**src/rtl/serv_lsu_w.sv**
```systemverilog
// serv_lsu_w: load/store unit for the serial SERV core, W bits per beat.
//   Stores: collect N=32/W beats of i_op_b, align the word into the byte
//   lanes and run one Wishbone write (two if the access crosses a word).
//   Loads: run one or two Wishbone reads, then align, mask and sign-extend
//   the data and return it as N beats on o_rd.
// Ports:
//   i_clk, i_rst_n            clock, asynchronous active-low reset
//   i_start/i_we/i_size/
//   i_signed/i_adr            request, sampled only in IDLE
//   i_en, i_op_b              beat strobe and store data beat (LSB-first)
//   o_rd, o_rd_valid          load result beat (LSB-first), valid in DRAIN
//   o_busy, o_done,
//   o_misalign                status; o_misalign rejects a word-crossing
//                             access when WITH_MISALIGN=0
//   o_wb_*, i_wb_rdt, i_wb_ack  Wishbone data-bus master
module serv_lsu_w #(
  parameter int W             = 1,
  parameter bit WITH_MISALIGN = 1'b1
) (
  input  logic          i_clk,
  input  logic          i_rst_n,
  input  logic          i_start,
  input  logic          i_we,
  input  logic [1:0]    i_size,
  input  logic          i_signed,
  input  logic [31:0]   i_adr,
  input  logic          i_en,
  input  logic [W-1:0]  i_op_b,
  output logic [W-1:0]  o_rd,
  output logic          o_rd_valid,
  output logic          o_busy,
  output logic          o_done,
  output logic          o_misalign,
  output logic [29:0]   o_wb_adr,
  output logic [31:0]   o_wb_dat,
  output logic [3:0]    o_wb_sel,
  output logic          o_wb_we,
  output logic          o_wb_cyc,
  input  logic [31:0]   i_wb_rdt,
  input  logic          i_wb_ack
);

  localparam int N  = 32 / W;
  localparam int CW = $clog2(N);

  typedef enum logic [2:0] {IDLE, FILL, BUS1, BUS2, DRAIN} state_t;

  state_t        state_q;
  logic [CW-1:0] cnt_q;
  logic [31:0]   dat_q;     // store data while filling, load result while draining
  logic [31:0]   rdt_lo_q;
  logic [31:0]   adr_q;
  logic [2:0]    bytes_q;
  logic          we_q, signed_q, cross_q;
  logic          cyc_q, done_q, mis_q;

  function automatic logic [2:0] size_bytes(input logic [1:0] s);
    case (s)
      2'd0:    return 3'd1;
      2'd1:    return 3'd2;
      default: return 3'd4;
    endcase
  endfunction

  logic [2:0]  in_end;
  logic        in_cross;
  logic        last, ack_ok, in_bus, bus2;
  logic [7:0]  mask8;
  logic [63:0] lane;
  logic [63:0] raw;
  logic [31:0] shifted, load_res;

  assign in_end   = {1'b0, i_adr[1:0]} + size_bytes(i_size);
  assign in_cross = in_end > 3'd4;
  assign last     = cnt_q == CW'(N - 1);
  // An ack only counts while the request is actually on the bus.
  assign ack_ok   = cyc_q & i_wb_ack;
  assign bus2     = state_q == BUS2;
  assign in_bus   = (state_q == BUS1) | bus2;
  assign mask8    = ((8'd1 << bytes_q) - 8'd1) << adr_q[1:0];
  assign lane     = {32'd0, dat_q} << {adr_q[1:0], 3'b000};

  // The high word is never registered: in BUS2 it is consumed straight from
  // the bus together with the low word captured in BUS1.
  always_comb begin
    raw      = bus2 ? {i_wb_rdt, rdt_lo_q} : {32'd0, i_wb_rdt};
    shifted  = 32'(raw >> {adr_q[1:0], 3'b000});
    load_res = shifted;
    if (bytes_q == 3'd1)      load_res[31:8]  = {24{signed_q & shifted[7]}};
    else if (bytes_q == 3'd2) load_res[31:16] = {16{signed_q & shifted[15]}};
  end

  always_ff @(posedge i_clk or negedge i_rst_n) begin
    if (!i_rst_n) begin
      state_q  <= IDLE;
      cnt_q    <= '0;
      dat_q    <= '0;
      rdt_lo_q <= '0;
      adr_q    <= '0;
      bytes_q  <= '0;
      we_q     <= 1'b0;
      signed_q <= 1'b0;
      cross_q  <= 1'b0;
      cyc_q    <= 1'b0;
      done_q   <= 1'b0;
      mis_q    <= 1'b0;
    end else begin
      done_q <= 1'b0;
      mis_q  <= 1'b0;
      case (state_q)
        IDLE: if (i_start) begin
          adr_q    <= i_adr;
          we_q     <= i_we;
          bytes_q  <= size_bytes(i_size);
          signed_q <= i_signed;
          cross_q  <= in_cross;
          if (in_cross && !WITH_MISALIGN) begin
            done_q <= 1'b1;
            mis_q  <= 1'b1;
          end else if (i_we) begin
            state_q <= FILL;
          end else begin
            state_q <= BUS1;
            cyc_q   <= 1'b1;
            dat_q   <= '0;
          end
        end
        FILL: if (i_en) begin
          // Shift in from the top so the first beat lands in the LSBs.
          dat_q <= {i_op_b, dat_q[31:W]};
          cnt_q <= cnt_q + CW'(1);
          if (last) begin
            cnt_q   <= '0;
            state_q <= BUS1;
            cyc_q   <= 1'b1;
          end
        end
        BUS1: if (ack_ok) begin
          rdt_lo_q <= i_wb_rdt;
          cyc_q    <= 1'b0;
          if (cross_q) begin
            state_q <= BUS2;
          end else if (we_q) begin
            state_q <= IDLE;
            done_q  <= 1'b1;
          end else begin
            dat_q   <= load_res;
            state_q <= DRAIN;
          end
        end
        BUS2: begin
          // First BUS2 cycle is the one-cycle gap with cyc low after the
          // BUS1 ack; the second access is raised on the next cycle.
          if (ack_ok) begin
            cyc_q <= 1'b0;
            if (we_q) begin
              state_q <= IDLE;
              done_q  <= 1'b1;
            end else begin
              dat_q   <= load_res;
              state_q <= DRAIN;
            end
          end else begin
            cyc_q <= 1'b1;
          end
        end
        DRAIN: if (i_en) begin
          dat_q <= dat_q >> W;
          cnt_q <= cnt_q + CW'(1);
          if (last) begin
            cnt_q   <= '0;
            state_q <= IDLE;
          end
        end
        default: state_q <= IDLE;
      endcase
    end
  end

  assign o_busy     = state_q != IDLE;
  assign o_rd_valid = state_q == DRAIN;
  assign o_rd       = o_rd_valid ? dat_q[W-1:0] : '0;
  assign o_done     = done_q | (o_rd_valid & i_en & last);
  assign o_misalign = mis_q;
  assign o_wb_cyc   = cyc_q;
  assign o_wb_we    = in_bus & we_q;
  assign o_wb_adr   = !in_bus ? '0 : bus2 ? adr_q[31:2] + 30'd1 : adr_q[31:2];
  assign o_wb_dat   = !in_bus ? '0 : bus2 ? lane[63:32] : lane[31:0];
  assign o_wb_sel   = !in_bus ? '0 : bus2 ? mask8[7:4] : mask8[3:0];

endmodule

```
**config.mk**
```make
export PLATFORM = sky130hd
export DESIGN_NAME = serv_lsu_w
export DESIGN_NICKNAME = d
export VERILOG_FILES = /design/src/rtl/serv_lsu_w.sv
export SDC_FILE = /design/constraint.sdc
export NUM_CORES = 1
export LEC_CHECK = 0
export ABC_AREA = 1
export CORE_ASPECT_RATIO = 1.1
export CORE_MARGIN = 2
export CORE_UTILIZATION = 25
export DETAILED_ROUTE_END_ITERATION = 10
export PLACE_DENSITY = 0.45
export SLEW_MARGIN = 20
export SYNTH_ARGS = -nofsm -noshare
export SYNTH_HDL_FRONTEND = slang
export SYNTH_SLANG_ARGS = --single-unit
```
**constraint.sdc**
```tcl
create_clock -name i_clk -period 2.8 [get_ports i_clk]
set_clock_uncertainty 0.2 [all_clocks]
set_input_delay 0.42 -clock i_clk [delete_from_list [all_inputs] [get_ports i_clk]]
set_output_delay 0.42 -clock i_clk [all_outputs]
set_load 0.01 [all_outputs]
```
==> flow_summary.yaml <==
run_status:
  status: "finished with violations"
  violations: "setup timing"
worst_setup_path:
  critPathMostFrequentCell: "nand2_2"
  path_max_fanout: 3
  slowest_delay_ns: 0.36
  crit_type: "register to output pin"
  worstPathCellList: "ha_2, nand3_2, nor2_4, nand2_2, nor2_4, nand2_2, nor3_4, nand2_2, buf_6, buf_6, xor2_1, nor2_1, buf_2"
  crit_path_top_delay_cell: "dfrtp_1"
  startpoint_type: "register"
  cp.required_ns: 2.18
  critPathArrivalTime_ns: 2.27
  end_kind: "output pin"
placed_design:
  place_area_um2: 10800
  place_ws_ns: -0.0940
  port_buffers: 145
  gp_congestion: 0.850
  dp_hpwl_um: 23800
synthesis:
  synth_common_cells: "nand2_1 (485), o21ai_0 (140), inv_1 (114), dfrtp_1 (112), nand3_1 (73)"
  netlist_top_cells_area: "dfrtp_1 (33%), nand2_1 (22%), o21ai_0 (8.3%), inv_1 (5.1%), nand3_1 (4.3%)"
  postSynth.asyncResetShare_pct: 100
  yosysWarnings: 0
  synth_top_cell_by_area: "dfrtp_1"
  synth_edf_count: 0
  ys_seq_area_share_pct: 33.1
  ys_seq_elements: 112
  synth_adder_area_share_pct: 0.975
  synthMuxAreaShare_pct: 1.68
  synth-simple-area-share_pct: 34.0
  synth-xor-area-share_pct: 1.55
  syn-num-nets: 1393
  synth_top_area_share_pct: 33.1
  synth-compound-area-share_pct: 18.4
  yosysMostFrequentCell: "nand2_1"
  syn_inst: 1313
  synth.distinct_cells: 49
  synth_ff_type: "dfrtp_1"
  syn_avg_cell_area_um2: 6.45
  synth_top_family_by_area: "simple AND/OR/NAND/NOR gates"
  syn_area_um2: 8470
sta:
  min_period_ns: 2.89
  hold_viol: 0
  worst_slew_pin_slew_ns: 0.511
  slew_headroom_pct: 65.9
  setup_ws_ns: -0.0926
  fin_crit_sh_pct: 103
  fmax_ghz: 0.346
  rsz0062_at_grt: "yes"
  fin_setup_tns_ns: -0.280
  fin_hold_ws_ns: 0.225
  drv_slew: 0
  setup_viol: 9
floorplan:
  std_cell_rows: 70
  chipHeight_um: 197
  core-area_um2: 33300
  ios: 147
  start_util_pct: 25.4
  die_w_um: 179
  die-area_um2: 35400
clock_network:
  cts_sinks: 112
  clockBufferDepth: 2
  cts_root_buffer: "clkbuf_16"
  cts_tree: "done"
  cts_inserted_buffers: 9
  clk-insertion-delay-late_ns: 0.37
  h-tree-depth: 3
  clk_pin_slew_ns: 0.09
global_routing:
  grt_pass1_wl_um: 51300
  grt_max_degree: 55
  grt-ovfl-total: 0
  grt_util_all_layers_pct: 18.3
  grt_antenna_before_repair: 1
  first_global_vias: 9202
layout:
  final_core_util_pct: 34.8
  layout-drive-gt1-share_pct: 17.6
  fin_nets: 1583
  fin_area_um2: 11600
  syn2layout_area_growth_pct: 36.9
  n_antenna_cell: 0
power:
  p_leak_nw: 5.65
  peakVddDrop_mv: 0.359
  power-per-cell-area_nw_per_um2: 924
drt:
  wl_per_cell_um: 16.7
  drt_wl_total_um: 32400
  drt_pre_antenna_iters: 5
  drt-initial-drc-count: 676
  vias_per_cell: 4.75
  dr_total_vias: 9210
  drc: 0
  antenna_left: 0
run:
  cap_violations: 0
worst_hold_path:
  min_path_type: "input port to async pin"
[power by group]
part           internal, W  total, W  switching, W  leakage, nW
Clock             0.000718   0.00143      0.000707        0.150
Sequential         0.00228   0.00280      0.000516         1.42
Combinational      0.00245   0.00649       0.00404         4.08
[routing by layer]
metal / track usage (%) / vias up / part of all wire (%)
met4: 6.87 / 0 / 2.9
met5: 0 / - / 0
met3: 3.01 / 45 / 4.9
met2: 32.9 / 254 / 51
li1: - / 4626 / -
met1: 21.9 / 4285 / 42
[layout by cell type (no fill, tap or decap), types with 15 or more instances in the layout]
cell type,count
buf_2,17
o211ai_1,30
buf_4,93
a21oi_1,44
a31oi_1,15
o21ai_1,37
dlygate4sd2_1,27
clkdlybuf4s50_1,76
inv_1,109
nand2_1,479
nand3_1,66
nor2_1,61
o21ai_0,125
dfrtp_1,111
[final timing paths]
path | depth (start not counted) | start | slack (ns) | to
hold / removal | 2 | i_rst_n | 0.23 | rdt_lo_q[12]$_DFFE_PN0P_
setup / recovery | 13 | adr_q[2]$_DFFE_PN0P_ | -0.09 | o_wb_adr[20]
max in group asynchronous | 3 | i_rst_n | 1.61 | adr_q[0]$_DFFE_PN0P_
min in group i_clk | 2 | rdt_lo_q[23]$_DFFE_PN0P_ | 0.29 | rdt_lo_q[23]$_DFFE_PN0P_
setup reg to reg | 16 | state_q[0]$_DFFE_PN0P_ | 0.23 | dat_q[25]$_DFFE_PN0P_
hold reg to reg | 2 | rdt_lo_q[23]$_DFFE_PN0P_ | 0.29 | rdt_lo_q[23]$_DFFE_PN0P_
[kinds of logic after synthesis]
logic type               Yosys count
AND/OR/NAND/NOR                  684
XOR/XNOR                          15
AO/OA/AOI/OAI                    280
multiplexers                      13
other                              1
flip-flops                       112
buffers and inverters            202
adder cells (fa/ha/maj)            6
[critical path: cells and delay by family, from the launching register on]
family / cells / cell delay [ns]
buffers and inverters: 3 / 0.37
DFF: 1 / 0.36
and+or+nand+nor: 8 / 0.84
adders and majority gates: 1 / 0.19
xor gates and xnor gates: 1 / 0.13
[repair_timing]
item	in CTS	in global routing
pin swaps	16	36
hold buffers	1	0
gates cloned	1	0
endpoints found under the hold margin	104	0
setup buffers	21	9
endpoints found under the setup margin	67	69
resized for setup	188	79
[area by class of cell]
| cell class | count | area, um2 |
|---|---|---|
| clock buffers | 9 | 225 |
| clock inverters | 7 | 86.3 |
| fillers | 3645 | 21700 |
| inverters | 122 | 468 |
| multi-input cells | 999 | 5100 |
| flip-flops and latches | 112 | 2800 |
| well taps | 432 | 541 |
| repair buffers | 259 | 2370 |
[stage by stage]
stage,power [W],instances
after floorplan,0.00664,1313
final,0.0107,1940
after CTS,0.0106,1934
after detailed placement,0.00890,1896
after global placement,0.00890,1896
after global routing,0.0117,1940
[flip-flops by register name, summed over array words and instances (netlist names)]
name and flops:
adr_q 32, signed_q 1, bytes_q 3, state_q 3, cnt_q 5, dat_q 32
we_q 1, o_wb_cyc 1, rdt_lo_q 32, done_q 1, cross_q 1
No activity file was read; power rests on OpenSTA's default activity.
